## src/rtl/rx_mem_rd_cpl_pkg.sv

```systemverilog
// Shared TLP codes, request field layout and FSM encoding for the BAR0
// register-read completer.
package rx_mem_rd_cpl_pkg;

    localparam logic [6:0] MRD32                = 7'b00_00000;
    localparam logic [6:0] MRD64                = 7'b01_00000;
    localparam logic [6:0] CPL_W_DATA_FMT_TYPE  = 7'b10_01010;
    localparam logic [6:0] CPL_NO_DATA_FMT_TYPE = 7'b00_01010;

    localparam logic [2:0] SC = 3'b000;
    localparam logic [2:0] UR = 3'b001;

    localparam logic [6:0] BAR0_MASK = 7'b1111110;

    typedef enum logic [2:0] {
        ST_IDLE,
        ST_HDR2,
        ST_RD,
        ST_WAIT,
        ST_REQ,
        ST_B0,
        ST_B1
    } state_t;

    typedef struct packed {
        logic [2:0]  tc;
        logic [1:0]  attr;
        logic [9:0]  length;
        logic [15:0] req_id;
        logic [7:0]  tag;
        logic [3:0]  first_be;
        logic        is_64;
    } req_fields_t;

    function automatic logic [1:0] first_be_index(input logic [3:0] be);
        if (be[0])      return 2'd0;
        else if (be[1]) return 2'd1;
        else if (be[2]) return 2'd2;
        else if (be[3]) return 2'd3;
        else            return 2'd0;
    endfunction

endpackage

```

## src/rtl/rx_mem_rd_cpl_if.sv

```systemverilog
// TRN transmit path towards the tx arbiter, including the request/grant pair.
interface rx_mem_rd_cpl_if;

    logic        tx_req;
    logic        tx_gnt;
    logic [63:0] trn_td;
    logic [7:0]  trn_trem_n;
    logic        trn_tsof_n;
    logic        trn_teof_n;
    logic        trn_tsrc_rdy_n;
    logic        trn_tdst_rdy_n;
    logic        trn_tdst_dsc_n;

    modport master (
        output tx_req,
        output trn_td,
        output trn_trem_n,
        output trn_tsof_n,
        output trn_teof_n,
        output trn_tsrc_rdy_n,
        input  tx_gnt,
        input  trn_tdst_rdy_n,
        input  trn_tdst_dsc_n
    );

    modport slave (
        input  tx_req,
        input  trn_td,
        input  trn_trem_n,
        input  trn_tsof_n,
        input  trn_teof_n,
        input  trn_tsrc_rdy_n,
        output tx_gnt,
        output trn_tdst_rdy_n,
        output trn_tdst_dsc_n
    );

endinterface

```

## src/rtl/rx_mem_rd_cpl_tlp_cpl_hdr.sv

```systemverilog
// Combinational formatter for the two 64-bit completion beats (CplD or UR Cpl).
module tlp_cpl_hdr
    import rx_mem_rd_cpl_pkg::*;
(
    input  req_fields_t req,
    input  logic [4:0]  lower_addr_dw,
    input  logic [2:0]  status,
    input  logic [15:0] completer_id,
    input  logic [31:0] rd_data,
    output logic [63:0] beat0,
    output logic [63:0] beat1,
    output logic [7:0]  beat1_rem_n
);

    logic        ur;
    logic [6:0]  fmt_type;
    logic [9:0]  length;
    logic [11:0] byte_count;
    logic [6:0]  lower_addr;
    logic [31:0] data_le;

    always_comb begin
        ur         = (status != SC);
        fmt_type   = ur ? CPL_NO_DATA_FMT_TYPE : CPL_W_DATA_FMT_TYPE;
        length     = ur ? 10'd0 : 10'd1;
        byte_count = (!ur && (req.first_be == 4'b0000)) ? 12'd1 : 12'd4;
        lower_addr = {lower_addr_dw, first_be_index(req.first_be)};
        data_le    = {rd_data[7:0], rd_data[15:8], rd_data[23:16], rd_data[31:24]};

        beat0 = {1'b0, fmt_type, 1'b0, req.tc, 4'b0000, 2'b00, req.attr, 2'b00, length,
                 completer_id, status, 1'b0, byte_count};
        // A UR completion has no payload: only header DW2 goes out on beat 1.
        beat1       = {req.req_id, req.tag, 1'b0, lower_addr, ur ? 32'h0 : data_le};
        beat1_rem_n = ur ? 8'h0F : 8'h00;
    end

endmodule

```

## src/rtl/rx_mem_rd_cpl.sv

```systemverilog
// Target completer: decodes MRd32/MRd64 to BAR0, reads one register DW and
// returns a CplD (or UR Cpl) over the shared TRN transmit path.
module rx_mem_rd_cpl
    import rx_mem_rd_cpl_pkg::*;
#(
    parameter logic [6:0]  BAR_MASK = BAR0_MASK,
    parameter int unsigned REG_AW   = 10
) (
    input  logic              trn_clk,
    input  logic              reset,

    input  logic [63:0]       trn_rd,
    input  logic [7:0]        trn_rrem_n,
    input  logic              trn_rsof_n,
    input  logic              trn_reof_n,
    input  logic              trn_rsrc_rdy_n,
    input  logic              trn_rdst_rdy_n,
    input  logic [6:0]        trn_rbar_hit_n,
    output logic              trn_rnp_ok_n,

    input  logic [15:0]       cfg_completer_id,

    output logic              reg_rd_en,
    output logic [REG_AW-1:0] reg_rd_addr,
    input  logic [31:0]       reg_rd_data,

    rx_mem_rd_cpl_if.master   tx
);

    state_t      state;
    req_fields_t req;
    logic [2:0]  status;
    logic [31:0] rd_data;

    logic        rx_beat;
    logic [6:0]  rx_fmt_type;
    logic        sof_match;
    logic [29:0] rx_addr;

    logic [63:0] beat0;
    logic [63:0] beat1;
    logic [7:0]  beat1_rem_n;

    logic        unused_ok;

    always_comb begin
        rx_beat     = !trn_rsrc_rdy_n && !trn_rdst_rdy_n;
        rx_fmt_type = trn_rd[62:56];
        sof_match   = rx_beat && !trn_rsof_n
                      && ((rx_fmt_type == MRD32) || (rx_fmt_type == MRD64))
                      && ((~trn_rbar_hit_n & ~BAR_MASK) != '0);
        rx_addr     = req.is_64 ? trn_rd[31:2] : trn_rd[63:34];
    end

    // Monitored-only stream fields and address bits beyond the register window.
    assign unused_ok = &{1'b0, trn_rd, trn_rrem_n, trn_reof_n, rx_addr};

    tlp_cpl_hdr u_cpl_hdr (
        .req           (req),
        .lower_addr_dw (reg_rd_addr[4:0]),
        .status        (status),
        .completer_id  (cfg_completer_id),
        .rd_data       (rd_data),
        .beat0         (beat0),
        .beat1         (beat1),
        .beat1_rem_n   (beat1_rem_n)
    );

    always_ff @(posedge trn_clk) begin
        if (reset) begin
            state             <= ST_IDLE;
            req               <= '0;
            status            <= SC;
            rd_data           <= '0;
            reg_rd_addr       <= '0;
            reg_rd_en         <= 1'b0;
            trn_rnp_ok_n      <= 1'b0;
            tx.tx_req         <= 1'b0;
            tx.trn_td         <= '0;
            tx.trn_trem_n     <= '1;
            tx.trn_tsof_n     <= 1'b1;
            tx.trn_teof_n     <= 1'b1;
            tx.trn_tsrc_rdy_n <= 1'b1;
        end else begin
            reg_rd_en <= 1'b0;
            case (state)
                ST_IDLE: begin
                    if (sof_match) begin
                        req.tc       <= trn_rd[54:52];
                        req.attr     <= trn_rd[45:44];
                        req.length   <= trn_rd[41:32];
                        req.req_id   <= trn_rd[31:16];
                        req.tag      <= trn_rd[15:8];
                        req.first_be <= trn_rd[3:0];
                        req.is_64    <= (rx_fmt_type == MRD64);
                        trn_rnp_ok_n <= 1'b1;
                        state        <= ST_HDR2;
                    end
                end
                ST_HDR2: begin
                    if (rx_beat) begin
                        reg_rd_addr <= rx_addr[REG_AW-1:0];
                        tx.tx_req   <= 1'b1;
                        if (req.length == 10'd1) begin
                            status    <= SC;
                            reg_rd_en <= 1'b1;
                            state     <= ST_RD;
                        end else begin
                            status <= UR;
                            state  <= ST_REQ;
                        end
                    end
                end
                ST_RD: begin
                    state <= ST_WAIT;
                end
                ST_WAIT: begin
                    // Beat 0 needs no read data, so a held grant lets SOF go out
                    // while the data register is loading.
                    rd_data <= reg_rd_data;
                    if (tx.tx_gnt) begin
                        tx.trn_td         <= beat0;
                        tx.trn_trem_n     <= 8'h00;
                        tx.trn_tsof_n     <= 1'b0;
                        tx.trn_teof_n     <= 1'b1;
                        tx.trn_tsrc_rdy_n <= 1'b0;
                        state             <= ST_B0;
                    end else begin
                        state <= ST_REQ;
                    end
                end
                ST_REQ: begin
                    if (tx.tx_gnt) begin
                        tx.trn_td         <= beat0;
                        tx.trn_trem_n     <= 8'h00;
                        tx.trn_tsof_n     <= 1'b0;
                        tx.trn_teof_n     <= 1'b1;
                        tx.trn_tsrc_rdy_n <= 1'b0;
                        state             <= ST_B0;
                    end
                end
                ST_B0: begin
                    if (!tx.trn_tdst_dsc_n) begin
                        tx.trn_td         <= '0;
                        tx.trn_trem_n     <= '1;
                        tx.trn_tsof_n     <= 1'b1;
                        tx.trn_teof_n     <= 1'b1;
                        tx.trn_tsrc_rdy_n <= 1'b1;
                        tx.tx_req         <= 1'b0;
                        trn_rnp_ok_n      <= 1'b0;
                        state             <= ST_IDLE;
                    end else if (!tx.trn_tdst_rdy_n) begin
                        tx.trn_td     <= beat1;
                        tx.trn_trem_n <= beat1_rem_n;
                        tx.trn_tsof_n <= 1'b1;
                        tx.trn_teof_n <= 1'b0;
                        state         <= ST_B1;
                    end
                end
                ST_B1: begin
                    if (!tx.trn_tdst_dsc_n || !tx.trn_tdst_rdy_n) begin
                        tx.trn_td         <= '0;
                        tx.trn_trem_n     <= '1;
                        tx.trn_tsof_n     <= 1'b1;
                        tx.trn_teof_n     <= 1'b1;
                        tx.trn_tsrc_rdy_n <= 1'b1;
                        tx.tx_req         <= 1'b0;
                        trn_rnp_ok_n      <= 1'b0;
                        state             <= ST_IDLE;
                    end
                end
                default: begin
                    state <= ST_IDLE;
                end
            endcase
        end
    end

endmodule

```

## src/flat_wrapper.sv

```systemverilog
// flat-port wrapper written by rule: the top's interface ports become plain ports
module rx_mem_rd_cpl_flat import rx_mem_rd_cpl_pkg::*;
#(
    parameter logic [6:0]  BAR_MASK = BAR0_MASK,
    parameter int unsigned REG_AW   = 10
)
  (trn_clk, reset, trn_rd, trn_rrem_n, trn_rsof_n, trn_reof_n, trn_rsrc_rdy_n, trn_rdst_rdy_n, trn_rbar_hit_n, trn_rnp_ok_n, cfg_completer_id, reg_rd_en, reg_rd_addr, reg_rd_data, tx_tx_req, tx_trn_td, tx_trn_trem_n, tx_trn_tsof_n, tx_trn_teof_n, tx_trn_tsrc_rdy_n, tx_tx_gnt, tx_trn_tdst_rdy_n, tx_trn_tdst_dsc_n);
  rx_mem_rd_cpl_if tx_i ();
  input  logic trn_clk;
  input  logic reset;
  input  logic [63:0] trn_rd;
  input  logic [7:0] trn_rrem_n;
  input  logic trn_rsof_n;
  input  logic trn_reof_n;
  input  logic trn_rsrc_rdy_n;
  input  logic trn_rdst_rdy_n;
  input  logic [6:0] trn_rbar_hit_n;
  output logic trn_rnp_ok_n;
  input  logic [15:0] cfg_completer_id;
  output logic reg_rd_en;
  output logic [REG_AW-1:0] reg_rd_addr;
  input  logic [31:0] reg_rd_data;
  output wire logic [$bits(tx_i.tx_req)-1:0] tx_tx_req;
  output wire logic [$bits(tx_i.trn_td)-1:0] tx_trn_td;
  output wire logic [$bits(tx_i.trn_trem_n)-1:0] tx_trn_trem_n;
  output wire logic [$bits(tx_i.trn_tsof_n)-1:0] tx_trn_tsof_n;
  output wire logic [$bits(tx_i.trn_teof_n)-1:0] tx_trn_teof_n;
  output wire logic [$bits(tx_i.trn_tsrc_rdy_n)-1:0] tx_trn_tsrc_rdy_n;
  input wire logic [$bits(tx_i.tx_gnt)-1:0] tx_tx_gnt;
  input wire logic [$bits(tx_i.trn_tdst_rdy_n)-1:0] tx_trn_tdst_rdy_n;
  input wire logic [$bits(tx_i.trn_tdst_dsc_n)-1:0] tx_trn_tdst_dsc_n;
  assign tx_tx_req = tx_i.tx_req;
  assign tx_trn_td = tx_i.trn_td;
  assign tx_trn_trem_n = tx_i.trn_trem_n;
  assign tx_trn_tsof_n = tx_i.trn_tsof_n;
  assign tx_trn_teof_n = tx_i.trn_teof_n;
  assign tx_trn_tsrc_rdy_n = tx_i.trn_tsrc_rdy_n;
  assign tx_i.tx_gnt = tx_tx_gnt;
  assign tx_i.trn_tdst_rdy_n = tx_trn_tdst_rdy_n;
  assign tx_i.trn_tdst_dsc_n = tx_trn_tdst_dsc_n;
  rx_mem_rd_cpl #(.BAR_MASK(BAR_MASK), .REG_AW(REG_AW)) u_core (.trn_clk(trn_clk), .reset(reset), .trn_rd(trn_rd), .trn_rrem_n(trn_rrem_n), .trn_rsof_n(trn_rsof_n), .trn_reof_n(trn_reof_n), .trn_rsrc_rdy_n(trn_rsrc_rdy_n), .trn_rdst_rdy_n(trn_rdst_rdy_n), .trn_rbar_hit_n(trn_rbar_hit_n), .trn_rnp_ok_n(trn_rnp_ok_n), .cfg_completer_id(cfg_completer_id), .reg_rd_en(reg_rd_en), .reg_rd_addr(reg_rd_addr), .reg_rd_data(reg_rd_data), .tx(tx_i));
endmodule
```

## config.mk

```make
export PLATFORM = sky130hd
export DESIGN_NAME = rx_mem_rd_cpl_flat
export DESIGN_NICKNAME = d
export VERILOG_FILES = /design/src/rtl/rx_mem_rd_cpl_pkg.sv /design/src/rtl/rx_mem_rd_cpl_if.sv /design/src/rtl/rx_mem_rd_cpl_tlp_cpl_hdr.sv /design/src/rtl/rx_mem_rd_cpl.sv /design/src/flat_wrapper.sv
export SDC_FILE = /design/constraint.sdc
export NUM_CORES = 1
export LEC_CHECK = 0
export CAP_MARGIN = 20
export CORE_AREA = 3 3 149 151
export CTS_CLUSTER_SIZE = 20
export DETAILED_ROUTE_END_ITERATION = 10
export DIE_AREA = 0 0 152 154
export SYNTH_ARGS = -nofsm -noshare
export SYNTH_HDL_FRONTEND = slang
export SYNTH_SLANG_ARGS = --single-unit
```

## constraint.sdc

```tcl
create_clock -name trn_clk -period 1.86 [get_ports trn_clk]
set_input_delay 0.186 -clock trn_clk [delete_from_list [all_inputs] [get_ports trn_clk]]
set_output_delay 0.186 -clock trn_clk [all_outputs]
set_load 0.02 [all_outputs]
```

==> impl_metrics.py, run 1 <==
metrics = {
    "sta": {
        "tns_ps": 0,
        "rsz0062_at_grt": "no",
        "fin_skew_ps": 10.1,
        "setup_viol": 0,
        "max_freq_mhz": 585,
        "maxSlewViolCount": 0,
        "final-hold-violation-count": 0,
        "period_share": 0.918,
        "slew-limit-headroom": 0.622,
        "worst_slew_pin_slew_ps": 560,
        "period_needed_ps": 1710,
    },
    "layout": {
        "most-common-layout-cells": "clkdlybuf4s50_1 (198), nand2_1 (193), dfxtp_1 (159)",
        "area_growth_pct": 48.5,
        "drive_gt1_frac": 0.0872,
        "fill_cells": 2141,
        "finalNetCount": 1075,
        "final_common_cell": "clkdlybuf4s50_1",
    },
    "setup_path": {
        "regToRegStartpoint": "u_core.state[0]$_SDFFE_PP0P_",
        "crit_fanout": 22,
        "worst-r2r-cell-count": 6,
        "arrival_ps": 2010,
        "worstSetupPathType": "reg2reg",
        "critPathLaunch": "u_core.state[0]$_SDFFE_PP0P_",
        "start_kind": "flip-flop",
        "cp.required_ps": 2160,
        "crit_path_end_kind": "flip-flop",
    },
    "clock_network": {
        "insertion_delay_ps": 430,
        "post_cts.repair.setup_buffers": 0,
        "cts_resized": 0,
        "cts-hold-fix-buffers": 0,
        "clock-root-buffer": "clkbuf_16",
        "cts.sinks": 161,
        "clk_pin_slew_worst_paths_ps": 70,
        "htreeDepth": 4,
        "cts_buffers": 17,
        "cts_buffer_depth": 2,
        "tritoncts": "yes",
    },
    "floorplan": {
        "die-area_um2": 23400,
        "num_io_pins": 224,
        "die_h_um": 154,
        "fp.dieW_um": 152,
        "coreArea_um2": 21000,
        "start_util": 0.299,
        "num_rows": 53,
    },
    "global_route": {
        "use_met1": 0.209,
        "grt.overflow.total": 0,
        "grt_pass1_wl_mm": 31.6,
        "met2_usage": 0.277,
        "busiest_layer": "met2",
        "antenna_found_initial": 2,
        "grtUsageMet3": 0.0372,
        "grt_pass1_vias": 5800,
        "grt_usage": 0.167,
        "grt_max_degree": 61,
    },
    "logic_synthesis": {
        "netlist_area_um2": 6260,
        "netlist_instances": 760,
        "synth-seq-cells": 161,
        "synthTopCellsByArea": "dfxtp_1 (52%), nand2_1 (12%), a21oi_1 (9.3%)",
        "yosysSeqAreaShare": 0.515,
        "synth_warnings": 0,
        "synth_area_leader_cell": "dfxtp_1",
        "syn_nets": 896,
        "syn_avg_cell_area_um2": 8.23,
        "synth.distinct_cells": 47,
        "synth-edff-count": 0,
        "netlist.area_leader.share": 0.515,
        "ys.flop_type": "dfxtp_1",
        "synthArstFlopShare": 0,
    },
    "power_and_ir_drop": {
        "totalPowerFinal_w": 0.00933,
        "power_density_nw_per_um2": 1000,
        "leakage_nw": 3.06,
        "peakVddDrop_mv": 0.585,
    },
    "routing": {
        "vias": 5918,
        "first_pass_iters": 4,
        "wirelength_mm": 19.5,
        "drt_iter0_drc": 278,
        "antenna_left": 0,
        "drcViolationCount": 0,
        "vias_per_cell": 4.82,
        "routedWlPerCell_um": 15.9,
    },
    "min_path": {
        "hold_path_class": "in2reg",
        "worstHoldStart": "reset",
        "min_path_cells": 2,
    },
    "place": {
        "gp_congestion": 0.787,
        "hpwl_mm": 13.1,
        "port_buffers": 199,
    },
    "status": {
        "status": "finished, final reports clean",
    },
    "run": {
        "max_cap_viol_count": 0,
    },
}
[flip-flops by register name, indices dropped and copies added, names as in the netlist]
register                  cells
u_core.reg_rd_en              1
u_core.rd_data               32
u_core.trn_rnp_ok_n           1
u_core.req                   44
u_core.tx.tx_req              1
u_core.tx.trn_teof_n          1
u_core.reg_rd_addr           10
u_core.state                  3
u_core.tx.trn_tsof_n          1
u_core.tx.trn_trem_n          2
u_core.tx.trn_tsrc_rdy_n      1
u_core.tx.trn_td             63
u_core.status                 1
[path summary, 6_finish.rpt]
check | to | slack, ps
worst max-delay path | u_core.tx.trn_td[52]$_SDFFE_PP0P_ | 150
worst min-delay path | u_core.rd_data[26]$_SDFFE_PP0N_ | 40
worst max register to register | u_core.tx.trn_td[52]$_SDFFE_PP0P_ | 150
worst min register to register | u_core.tx.trn_td[12]$_SDFFE_PP0P_ | 450
[Yosys cell counts (all sizes together), types with 2 or more instances]
library cell	number
and3	3
a32oi	2
nor2	48
nand2b	2
nor4b	2
buf	39
a21oi	116
a211oi	14
nor2b	2
nor3	33
clkbuf	36
dfxtp	161
a221oi	25
nand2	193
nand3	39
o21a	3
nor4	4
inv	3
nand4	3
mux2i	11
or2	3
[report_power, final]
group	switching [W]	internal, W
clock	0.00161	0.00205
sequential	0.000136	0.00364
combinational	0.000964	0.000922
total	0.00271	0.00661
[worst max-delay path, stage by stage, from the launching register on]
cell      delay, ps
dfxtp_2         370
buf_4           160
nand2b_1        180
a21o_1          260
buf_12          180
a221oi_1        350
nor3_1           80
[cells by family after synthesis]
kind of cell / after synthesis / synth area share
multiplexers: 11 / 0.0176
other: 1 / 0.000599
flip-flops: 161 / 0.515
buffers and inverters: 78 / 0.0638
AND/OR/NAND/NOR: 335 / 0.233
AO/OA/AOI/OAI: 174 / 0.170
[through the flow]
| stage | instances | utilization | setup WS [ps] | instance area (um^2) | hold slack, ps |
|---|---|---|---|---|---|
| 2_1_floorplan | 760 | - | 294 | 6260 | 322 |
| 3_3_place_gp | 1195 | 0.414 | -78.9 | 8670 | 438 |
| 3_5_place_dp | 1195 | 0.414 | -85.2 | 8670 | 444 |
| 4_1_cts | 1227 | 0.443 | 52.0 | 9280 | 31.8 |
| 5_1_grt | 1228 | 0.443 | 5.59 | 9290 | 62.2 |
| 6_report | 1228 | 0.443 | 152 | 9290 | 40.6 |
[layout make-up]
class / instances / area [um^2] / area share
diodes: 1 / 2.50 / 0.000269
clock buffers: 17 / 425 / 0.0458
clock inverters: 15 / 188 / 0.0202
inverters: 3 / 11.3 / 0.00121
multi-input cells: 521 / 2660 / 0.286
flip-flops and latches: 161 / 3230 / 0.347
well taps: 275 / 344 / 0.0370
repair buffers: 235 / 2440 / 0.262
[per-layer routing]
| layer | wire length, um | share of wire |
|---|---|---|
| met1 | 8550 | 0.44 |
| met2 | 9570 | 0.49 |
| met3 | 935 | 0.048 |
| met4 | 440 | 0.023 |
| met5 | 20 | 0.0010 |
(Power assumes the default switching activity.)
==> inputs of run 2 (changes only) <==
--- a/config.mk
+++ b/config.mk
@@ -10,6 +10,7 @@
 export CTS_CLUSTER_SIZE = 20
 export DETAILED_ROUTE_END_ITERATION = 10
 export DIE_AREA = 0 0 152 154
+export DONT_BUFFER_PORTS = 1
 export SYNTH_ARGS = -nofsm -noshare
 export SYNTH_HDL_FRONTEND = slang
 export SYNTH_SLANG_ARGS = --single-unit
==> run 2 against run 1 <==
  * The flow now finishes with violations (hold timing)
  * Sequential share of layout area grew 8.3 points
  * Clock skew is essentially flat
  * Sequential cell count is the same
  * Cell count is 14% lower
  * Die area stayed put
  * Core utilization decreased by 8.6 points
  * Critical path depth unchanged
  * Clock-buffer cell count rose by 2
  * Sequential power grew 6.6%
  * Routed wire length down 3.4%
==> impl_metrics.py, run 2 (same netlist as run 1, synthesis figures left out) <==
metrics = {
    "sta": {
        "fin_skew_ps": 9.85,
        "slew-limit-headroom": 0.614,
        "maxSlewViolCount": 0,
        "period_needed_ps": 1730,
        "period_share": 0.930,
        "tns_ps": 0,
        "setup_viol": 0,
        "worst_slew_pin_slew_ps": 578,
        "max_freq_mhz": 578,
        "hold_ws_ps": -162,
        "rsz0062_at_grt": "no",
        "final-hold-violation-count": 123,
    },
    "clock_network": {
        "cts_buffers": 17,
        "tritoncts": "yes",
        "htreeDepth": 4,
        "cts.sinks": 161,
        "post_cts.repair.setup_buffers": 0,
        "clock-root-buffer": "clkbuf_16",
        "clk_pin_slew_worst_paths_ps": 70,
        "cts_buffer_depth": 2,
        "insertion_delay_ps": 420,
    },
    "place": {
        "port_buffers": 0,
        "gp_congestion": 0.803,
        "hpwl_mm": 11.9,
        "dp.cells": 987,
    },
    "routing": {
        "routedWlPerCell_um": 17.9,
        "vias_per_cell": 5.03,
        "first_pass_iters": 4,
        "vias": 5293,
        "wirelength_mm": 18.9,
        "drt_iter0_drc": 314,
        "antenna_left": 0,
        "drcViolationCount": 0,
    },
    "setup_path": {
        "cp.required_ps": 2220,
        "arrival_ps": 2090,
        "worst-r2r-cell-count": 6,
        "regToRegStartpoint": "u_core.state[2]$_SDFFE_PP0P_",
        "start_kind": "flip-flop",
        "crit_fanout": 16,
        "r2r_slack_ps": 130,
        "r2r_end": "u_core.rd_data[6]$_SDFFE_PP0N_",
        "crit_path_end_kind": "flip-flop",
        "worstSetupPathType": "reg2reg",
    },
    "layout": {
        "drive_gt1_frac": 0.0965,
        "final_core_util": 0.358,
        "regMostFlops": "u_core.tx.trn_td",
        "finalNetCount": 900,
        "most-common-layout-cells": "nand2_1 (193), dfxtp_1 (159), a21oi_1 (116)",
        "final_common_cell": "nand2_1",
        "n_antenna_cell": 0,
        "area_growth_pct": 19.9,
        "layoutNonFillerInstCount": 1052,
        "top_regs": "u_core.tx.trn_td: 63 flops, u_core.req: 44 flops, u_core.rd_data: 32 flops",
        "largest_register_ffs": 63,
    },
    "min_path": {
        "worstHoldStart": "reset",
        "hold_path_class": "in2reg",
        "min_path_cells": 1,
        "whs_endpoint": "u_core.tx.trn_td[34]$_SDFFE_PP0P_",
    },
    "floorplan": {
        "num_rows": 53,
        "num_io_pins": 224,
        "die-area_um2": 23400,
        "fp.dieW_um": 152,
        "start_util": 0.299,
        "coreArea_um2": 21000,
        "die_h_um": 154,
    },
    "global_route": {
        "grt_pass1_vias": 5218,
        "antenna_found_initial": 1,
        "grt_pass1_wl_mm": 29.4,
        "grt_usage": 0.157,
        "grt.overflow.total": 0,
        "grt_max_degree": 160,
    },
    "power_and_ir_drop": {
        "power_density_nw_per_um2": 1120,
        "leakage_nw": 2.46,
        "peakVddDrop_mv": 0.534,
    },
    "run": {
        "max_cap_viol_count": 0,
    },
    "status": {
        "violations": "hold timing",
        "status": "finished with violations",
    },
}
run 2: cell type report:
type | instances | area (um^2)
fillers | 2212 | 13500
flip-flops and latches | 161 | 3230
multi-input cells | 521 | 2660
repair buffers | 60 | 686
clock buffers | 19 | 443
well taps | 275 | 344
clock inverters | 13 | 128
inverters | 3 | 11.3
run 2: through the flow:
step	total power, W	instance area (um^2)	setup slack, ps
floorplan	0.00479	6260	294
global placement	0.00504	6580	132
detailed placement	0.00505	6580	126
CTS	0.00850	7460	16.9
global route	0.00877	7500	9.64
finish	0.00839	7500	130
run 2: per-layer routing:
layer | global-route usage | up-vias | part of all wire
li1 | - | 2610 | -
met1 | 0.196 | 2504 | 0.44
met2 | 0.248 | 148 | 0.47
met3 | 0.0498 | 29 | 0.064
met4 | 0.0728 | 2 | 0.032
met5 | 0 | - | 0.00058
run 2: what timing repair did:
| item | in CTS | in global routing |
|---|---|---|
| endpoints found under the setup margin | 0 | 66 |
| hold buffers | 31 | 1 |
| endpoints found under the hold margin | 156 | 124 |
| resized for setup | 0 | 5 |
run 2: worst max-delay path by stage:
stage,depth (start not counted),to,startpoint,slack [ps]
2_1_floorplan,7,u_core.tx.trn_td[44]$_SDFFE_PP0P_,u_core.state[2]$_SDFFE_PP0P_,290
3_3_place_gp,6,u_core.tx.trn_td[33]$_SDFFE_PP0P_,u_core.state[0]$_SDFFE_PP0P_,130
3_5_place_dp,6,u_core.tx.trn_td[33]$_SDFFE_PP0P_,u_core.state[0]$_SDFFE_PP0P_,130
4_1_cts,6,u_core.rd_data[26]$_SDFFE_PP0N_,u_core.state[2]$_SDFFE_PP0P_,20
5_1_grt,6,u_core.rd_data[29]$_SDFFE_PP0N_,u_core.state[2]$_SDFFE_PP0P_,10
6_report,6,u_core.rd_data[6]$_SDFFE_PP0N_,u_core.state[2]$_SDFFE_PP0P_,130
run 2: power by group:
part	switching (W)	internal (W)
Sequential	0.000385	0.00364
Combinational	0.000559	0.000383
Clock	0.00151	0.00191
run 2: worst max-delay path: stages, from the launching register on:
cell and delay (ps):
dfxtp_2 370, inv_2 120, and3_4 250, buf_12 160, nand2_1 60, a21oi_1 140, dlygate4sd3_1 570
==> inputs of run 3 (changes only) <==
--- a/config.mk
+++ b/config.mk
@@ -11,6 +11,7 @@
 export DETAILED_ROUTE_END_ITERATION = 10
 export DIE_AREA = 0 0 152 154
 export DONT_BUFFER_PORTS = 1
+export HOLD_SLACK_MARGIN = 0.08
 export SYNTH_ARGS = -nofsm -noshare
 export SYNTH_HDL_FRONTEND = slang
 export SYNTH_SLANG_ARGS = --single-unit
==> results of run 3 <==
Final layout, timing and power as in run 2 (identical DEF).
